### src/rtl/uart_pkg.sv
// -----------------------------------------------------------------------------
// uart_pkg
//   Shared UART definitions: receiver FSM state type, frame geometry and the
//   line levels of the 8N1 frame. Imported by the UART RX datapath.
// -----------------------------------------------------------------------------
package uart_pkg;

    typedef enum logic [1:0] {
        IDLE  = 2'd0,
        START = 2'd1,
        DATA  = 2'd2,
        STOP  = 2'd3
    } rx_state_t;

    localparam int   DATA_BITS  = 8;
    localparam logic START_BIT  = 1'b0;
    localparam logic STOP_BIT   = 1'b1;
    localparam logic IDLE_LEVEL = 1'b1;

endpackage

### src/rtl/rx_sync2.sv
// -----------------------------------------------------------------------------
// rx_sync2
//   Two-flop synchronizer for a single asynchronous input. The reset value is
//   a parameter so the flops can be preset to the input's idle level.
// Ports
//   clk    in  1  system clock, rising edge
//   reset  in  1  asynchronous, active-low reset
//   d      in  1  asynchronous input
//   q      out 1  input synchronized to clk (2-cycle latency)
// -----------------------------------------------------------------------------
module rx_sync2 #(
    parameter logic RESET_VAL = 1'b1
) (
    input  logic clk,
    input  logic reset,
    input  logic d,
    output logic q
);

    logic meta;

    // NOTE: sequential state uses non-blocking assignments so every flop
    // samples the pre-edge value; blocking here would collapse the two stages.
    always_ff @(posedge clk or negedge reset) begin
        if (!reset) begin
            meta <= RESET_VAL;
            q    <= RESET_VAL;
        end else begin
            meta <= d;
            q    <= meta;
        end
    end

endmodule

### src/rtl/uart_rx_datapath.sv
// -----------------------------------------------------------------------------
// uart_rx_datapath
//   8N1 UART receiver. rx_in is synchronized, the start bit is validated at
//   mid-bit, data bits are sampled at mid-bit LSB-first, and the stop bit is
//   checked at mid-stop. Good bytes are presented with a valid/ack handshake;
//   a bad stop bit pulses frame_error, and a good byte arriving while the
//   previous one is still unconsumed pulses overrun and is dropped.
// Ports
//   clk          in   1  system clock, rising edge
//   reset        in   1  asynchronous, active-low reset
//   rx_in        in   1  serial line, idle high, asynchronous to clk
//   rx_ack       in   1  consumer has taken rx_data; clears data_valid
//   rx_data      out  8  last good received byte
//   data_valid   out  1  rx_data holds an unconsumed byte
//   frame_error  out  1  1-cycle pulse, stop bit sampled low
//   overrun      out  1  1-cycle pulse, good byte dropped (no ack)
//   rx_busy      out  1  receiver is inside a frame
// -----------------------------------------------------------------------------
module uart_rx_datapath
    import uart_pkg::*;
#(
    parameter int CLKS_PER_BIT = 16
) (
    input  logic                 clk,
    input  logic                 reset,
    input  logic                 rx_in,
    input  logic                 rx_ack,
    output logic [DATA_BITS-1:0] rx_data,
    output logic                 data_valid,
    output logic                 frame_error,
    output logic                 overrun,
    output logic                 rx_busy
);

    localparam int CNT_W = $clog2(CLKS_PER_BIT);
    localparam int BIT_W = $clog2(DATA_BITS);

    localparam logic [CNT_W-1:0] CNT_HALF = CNT_W'(CLKS_PER_BIT / 2 - 1);
    localparam logic [CNT_W-1:0] CNT_LAST = CNT_W'(CLKS_PER_BIT - 1);
    localparam logic [BIT_W-1:0] BIT_LAST = BIT_W'(DATA_BITS - 1);

    logic                 rx_s;
    rx_state_t            state;
    logic [CNT_W-1:0]     clk_cnt;
    logic [BIT_W-1:0]     bit_idx;
    logic [DATA_BITS-1:0] shreg;
    logic                 seen_high;

    logic                 stop_sample;
    logic                 load_byte;
    logic                 set_overrun;
    logic                 set_frame_error;

    rx_sync2 #(
        .RESET_VAL (IDLE_LEVEL)
    ) u_sync (
        .clk   (clk),
        .reset (reset),
        .d     (rx_in),
        .q     (rx_s)
    );

    // -------------------------------------------------------------------------
    // Frame FSM. After a frame ends (or after a break), a new start is only
    // accepted once the line has been seen high in IDLE, so a held-low line
    // produces a single framing error instead of a stream of frames.
    // -------------------------------------------------------------------------
    always_ff @(posedge clk or negedge reset) begin
        if (!reset) begin
            state     <= IDLE;
            clk_cnt   <= '0;
            bit_idx   <= '0;
            shreg     <= '0;
            seen_high <= 1'b0;
        end else begin
            case (state)
                IDLE: begin
                    clk_cnt <= '0;
                    if (rx_s == IDLE_LEVEL) begin
                        seen_high <= 1'b1;
                    end else if (seen_high) begin
                        state     <= START;
                        seen_high <= 1'b0;
                    end
                end

                START: begin
                    if (clk_cnt == CNT_HALF) begin
                        clk_cnt <= '0;
                        if (rx_s == START_BIT) begin
                            state   <= DATA;
                            bit_idx <= '0;
                        end else begin
                            // Too short to be a start bit; the line is high again.
                            state     <= IDLE;
                            seen_high <= 1'b1;
                        end
                    end else begin
                        clk_cnt <= clk_cnt + CNT_W'(1);
                    end
                end

                DATA: begin
                    if (clk_cnt == CNT_LAST) begin
                        clk_cnt <= '0;
                        shreg   <= {rx_s, shreg[DATA_BITS-1:1]};
                        if (bit_idx == BIT_LAST) begin
                            state <= STOP;
                        end else begin
                            bit_idx <= bit_idx + BIT_W'(1);
                        end
                    end else begin
                        clk_cnt <= clk_cnt + CNT_W'(1);
                    end
                end

                STOP: begin
                    if (clk_cnt == CNT_LAST) begin
                        // Leave at mid-stop so a back-to-back start edge is not missed.
                        clk_cnt   <= '0;
                        state     <= IDLE;
                        seen_high <= (rx_s == STOP_BIT);
                    end else begin
                        clk_cnt <= clk_cnt + CNT_W'(1);
                    end
                end

                default: state <= IDLE;
            endcase
        end
    end

    assign stop_sample = (state == STOP) && (clk_cnt == CNT_LAST);

    // -------------------------------------------------------------------------
    // Completion decision on the mid-stop sampling edge. An ack arriving on the
    // same edge frees the holding register, so the new byte is accepted.
    // -------------------------------------------------------------------------
    // NOTE: every output of this block gets a default first, so no path leaves
    // a signal unassigned and no latch is inferred.
    always_comb begin
        load_byte       = 1'b0;
        set_overrun     = 1'b0;
        set_frame_error = 1'b0;
        if (stop_sample) begin
            if (rx_s == STOP_BIT) begin
                if (!data_valid || rx_ack) begin
                    load_byte = 1'b1;
                end else begin
                    set_overrun = 1'b1;
                end
            end else begin
                set_frame_error = 1'b1;
            end
        end
    end

    always_ff @(posedge clk or negedge reset) begin
        if (!reset) begin
            rx_data     <= '0;
            data_valid  <= 1'b0;
            frame_error <= 1'b0;
            overrun     <= 1'b0;
        end else begin
            frame_error <= set_frame_error;
            overrun     <= set_overrun;
            if (load_byte) begin
                rx_data    <= shreg;
                data_valid <= 1'b1;
            end else if (rx_ack) begin
                data_valid <= 1'b0;
            end
        end
    end

    assign rx_busy = (state != IDLE);

endmodule
### config.mk
export PLATFORM = sky130hd
export DESIGN_NAME = uart_rx_datapath
export DESIGN_NICKNAME = d
export VERILOG_FILES = /design/src/rtl/uart_pkg.sv /design/src/rtl/rx_sync2.sv /design/src/rtl/uart_rx_datapath.sv
export SDC_FILE = /design/constraint.sdc
export NUM_CORES = 1
export LEC_CHECK = 0
export CAP_MARGIN = 20
export CELL_PAD_IN_SITES_DETAIL_PLACEMENT = 2
export CELL_PAD_IN_SITES_GLOBAL_PLACEMENT = 2
export CORE_ASPECT_RATIO = 1.4
export CORE_MARGIN = 3
export CORE_UTILIZATION = 34
export DETAILED_ROUTE_END_ITERATION = 12
export HOLD_SLACK_MARGIN = 0.06
export PLACE_DENSITY = 0.75
export SYNTH_ARGS = -nofsm -noshare
export SYNTH_HDL_FRONTEND = slang
export SYNTH_HIERARCHICAL = 1
export SYNTH_SLANG_ARGS = --single-unit
export TNS_END_PERCENT = 30
### constraint.sdc
create_clock -name clk -period 1.7 [get_ports clk]
set_input_delay 0.255 -clock clk [delete_from_list [all_inputs] [get_ports clk]]
set_output_delay 0.255 -clock clk [all_outputs]
set_load 0.005 [all_outputs]
==> results by group, run 1 <==
Clocking
  • Clk root buf: clkbuf_8
  • Sink Count: 31
  • Worst-Skew Late Latency: 0.28 ns
  • TritonCTS buffer count: 5
  • Clock buffer depth: 2
  • Clk pin slew, worst setup/hold paths: 0.06 ns
  • CTS tree: built
  • H-tree level count: 2
  • Cts hold-fix bufs: 0

Routing
  • Initial DRC Count: 20
  • Met3 wire length: just over 100 µm
  • Uppermost layer routed: met4
  • Routed WL: 3030 µm
  • Avg WL per Cell: 17.5 µm
  • Pre-Repair DR Iteration Count: 2
  • Wire length on met1: 1180 µm
  • ANT nets after route: 0
  • Via count: just under 900
  • DRC Markers: 0
  • Post-DR vias/cell: 5.13
  • Met2 WL: 1730 µm

Run status
  • Status: complete, no violations

Floorplan
  • Top-level port count: 16
  • Num rows: 26
  • Die area: a little under 5000 µm²
  • Core area: 3770 µm²
  • Chip height: 81.5 µm
  • Initial core utilization: 0.367
  • Die W: 59.9 µm

GRT
  • Largest net degree at the start of global routing: 32
  • First-pass GRT wire length: between 5000 and 6000 µm
  • Gr usage total: 0.146
  • Initial antenna violation count: 0
  • Vias in the first global route: 1024
  • Remaining Overflow, GRT: 0

Critical path
  • Worst Path Arrival: 1.78 ns
  • Worst setup EP type: register
  • Worst Path Max Fanout: 7
  • CP startpoint kind: register
  • WP data required: between 1.5 and 2 ns
  • Kind of critical path: reg -> reg

Synth
  • Post-Synth XOR/XNOR Area: 0.00632
  • Yosys warnings: 6
  • Seq/Total Area, Yosys: 0.562
  • Combinational family with the most area after synthesis: multiplexers
  • Mean post-synth cell area: 13.9 µm²
  • Synth Net Count: 107
  • Library cells used by synthesis: 35
  • Mapped Area: 1390 µm²
  • Mapped Cells: 100
  • Post-synthesis mux area share: 0.160
  • #FFs+latches synth: 31
  • Synth Area in Compound Gates: 0.0921
  • Simple-gate portion of the synthesized area: 0.110
  • Adder-cell share of the synthesized area: 0.0271

Final layout
  • Layout net count: 138
  • Area delta synth->final: 28.4%
  • # diodes: 0
  • FILL cells: 380
  • Fin util: 0.471
  • Fraction of layout cells with a size suffix above 1: 0.389
  • Fin area: between 1500 and 2000 µm²

Pwr
  • Leak: around 0.82 nW
  • Total Power: 0.00212 W
  • VDD IR max: 0.000662 V
  • Pwr/cell area: 1190 nW/µm²

Run
  • MaxCap Viol Count: 0

STA
  • Final Hold Fails: 0
  • Slew Viols, Final: 0
  • Min Hold Slack: approximately 0.36 ns
  • Worst Skew: 0.00364 ns
  • Worst-margin pin slew: 0.388 ns
  • Unrepaired setup endpoints after global routing: false
  • Peak Freq: between 0.6 and 0.7 GHz
  • Final setup fails: 0
  • Period utilization: 0.955
  • Slew headroom: 0.741
  • TNS Setup: 0 ns
  • Final min period: around 1.6 ns

Place
  • HPWL Detailed: between 2000 and 2500 µm
  • PortBufs: 15
  • GP Congestion: 0.781
  • Area after DPL: ~1600 µm²

Min path
  • Hold Crit Class: reg -> reg
-- critical path: stages (launching register included) --
cell     delay [ns]
dfrtp_1        0.41
ha_4           0.18
and4_4         0.24
nand3_4        0.09
nor2b_4        0.15
buf_12         0.14
mux2_4         0.30
-- Yosys cell counts --
library cell / number / area share
mux2_2: 9 / 0.073
nor2b_1: 1 / 0.0045
xnor2_1: 1 / 0.0063
nand2_1: 3 / 0.0081
nor2b_4: 1 / 0.0099
inv_1: 3 / 0.0081
nand3_4: 1 / 0.013
nand4_1: 1 / 0.0045
ha_1: 3 / 0.027
buf_2: 1 / 0.0036
or2b_1: 1 / 0.0054
a21oi_1: 4 / 0.014
a211oi_1: 2 / 0.011
nand3_1: 1 / 0.0036
o31a_1: 1 / 0.0063
nor3_2: 1 / 0.0072
o22ai_1: 1 / 0.0045
a31oi_1: 1 / 0.0045
mux2_4: 8 / 0.087
and2_1: 1 / 0.0045
a311oi_1: 1 / 0.0063
dfstp_2: 2 / 0.038
buf_4: 3 / 0.016
a221o_2: 1 / 0.0081
nor4_1: 1 / 0.0045
nand2b_1: 2 / 0.0090
a22o_2: 1 / 0.0072
o22a_1: 1 / 0.0063
o21ai_0: 3 / 0.011
buf_12: 1 / 0.014
a22o_1: 2 / 0.013
dfrtp_1: 29 / 0.52
nor3_4: 1 / 0.012
and4_4: 1 / 0.0081
nor2_1: 6 / 0.016
-- cell usage in the layout, fill, tap and decap left out, types with 2 or more instances in the layout --
| cell type | count |
|---|---|
| nand2b_1 | 2 |
| ha_1 | 2 |
| mux2_4 | 8 |
| nand2_1 | 3 |
| nor2_1 | 6 |
| a22o_1 | 2 |
| dfrtp_2 | 2 |
| dfrtp_1 | 27 |
| a21oi_1 | 4 |
| a211oi_1 | 2 |
| inv_1 | 2 |
| buf_12 | 2 |
| o21ai_0 | 3 |
| clkbuf_8 | 6 |
| dfstp_2 | 2 |
| buf_4 | 12 |
| mux2_2 | 9 |
| clkdlybuf4s50_1 | 14 |
-- final cells by class --
cell class	instances	area (µm²)	share of cell area
Sequential cell	31	781	0.439
Inverter	3	13.8	0.00774
Timing Repair Buffer	29	283	0.159
Multi-Input combinational cell	61	561	0.315
Tap cell	42	52.6	0.0296
Clock buffer	6	82.6	0.0464
Clock inverter	1	5.00	0.00281
-- worst paths after layout --
kind                            slack [ns]                   from                     end  depth (start not counted)
worst max-delay path                  0.08   clk_cnt[1]$_DFF_PN0_  rx_data[0]$_DFFE_PN0P_                          6
worst min-delay path                  0.36  u_sync/meta$_DFF_PN1_      u_sync/q$_DFF_PN1_                          0
worst max register to register        0.08   clk_cnt[1]$_DFF_PN0_  rx_data[0]$_DFFE_PN0P_                          6
worst min register to register        0.36  u_sync/meta$_DFF_PN1_      u_sync/q$_DFF_PN1_                          0
min in group asynchronous             0.37                  reset  data_valid$_DFFE_PN0P_                          2
max in group asynchronous             1.01                  reset   u_sync/meta$_DFF_PN1_                          2
-- what timing repair did --
item                                   4_1_cts  5_1_grt
setup endpoints to repair                    9        9
gates resized for setup                      3        4
buffers inserted                             2        0
endpoints found under the hold margin        0        0
-- sequential cells by signal, indices dropped and copies added (netlist names), named ones only --
register and cells:
state 1, overrun 1, u_sync/q 1, rx_data 8, u_sync/meta 1, seen_high 1, bit_idx 3, clk_cnt 4
data_valid 1, shreg 8, frame_error 1
-- cell families (layout without fill, tap and decap cells) --
group	after synthesis	in the layout
simple gates	22	22
buf+inv	8	39
fa+ha+maj	3	3
mux	17	17
xor+xnor	1	1
flops	31	31
compound gates	18	18
-- metal layers --
| layer | vias to the layer above | GRT usage |
|---|---|---|
| met1 | 454 | 0.154 |
| met2 | 14 | 0.271 |
| met5 | - | 0 |
| met3 | 4 | 0.0377 |
| met4 | 0 | 0.0532 |
| li1 | 416 | - |
-- where the power goes --
part / switching, W / total, W / internal (W) / leakage (nW)
logic: 0.000278 / 0.000579 / 0.000301 / 0.362
registers: 0.000141 / 0.000975 / 0.000834 / 0.411
clock network: 0.000253 / 0.000569 / 0.000317 / 0.0470
total: 0.000672 / 0.00212 / 0.00145 / 0.820
-- metrics by stage --
stage                     instances  worst slack, ns
final                           173           0.0765
after detailed placement        164          -0.0764
after floorplan                 100           0.0464
after global placement          164           0.0289
after CTS                       173          0.00871
after global routing            173          0.00216
(Power assumes the default switching activity.)
==> run 2: changes to the inputs <==
--- a/config.mk
+++ b/config.mk
@@ -5,7 +5,7 @@
 export SDC_FILE = /design/constraint.sdc
 export NUM_CORES = 1
 export LEC_CHECK = 0
-export CAP_MARGIN = 20
+export CAP_MARGIN = 0
 export CELL_PAD_IN_SITES_DETAIL_PLACEMENT = 2
 export CELL_PAD_IN_SITES_GLOBAL_PLACEMENT = 2
 export CORE_ASPECT_RATIO = 1.4
==> results of run 2 <==
No change in the layout: final DEF, timing and power equal those of run 1.
==> run 3: changes to the inputs <==
--- a/config.mk
+++ b/config.mk
@@ -14,6 +14,7 @@
 export DETAILED_ROUTE_END_ITERATION = 12
 export HOLD_SLACK_MARGIN = 0.06
 export PLACE_DENSITY = 0.75
+export SLEW_MARGIN = 0
 export SYNTH_ARGS = -nofsm -noshare
 export SYNTH_HDL_FRONTEND = slang
 export SYNTH_HIERARCHICAL = 1
==> results of run 3 <==
No change in the layout: final DEF, timing and power equal those of run 1.
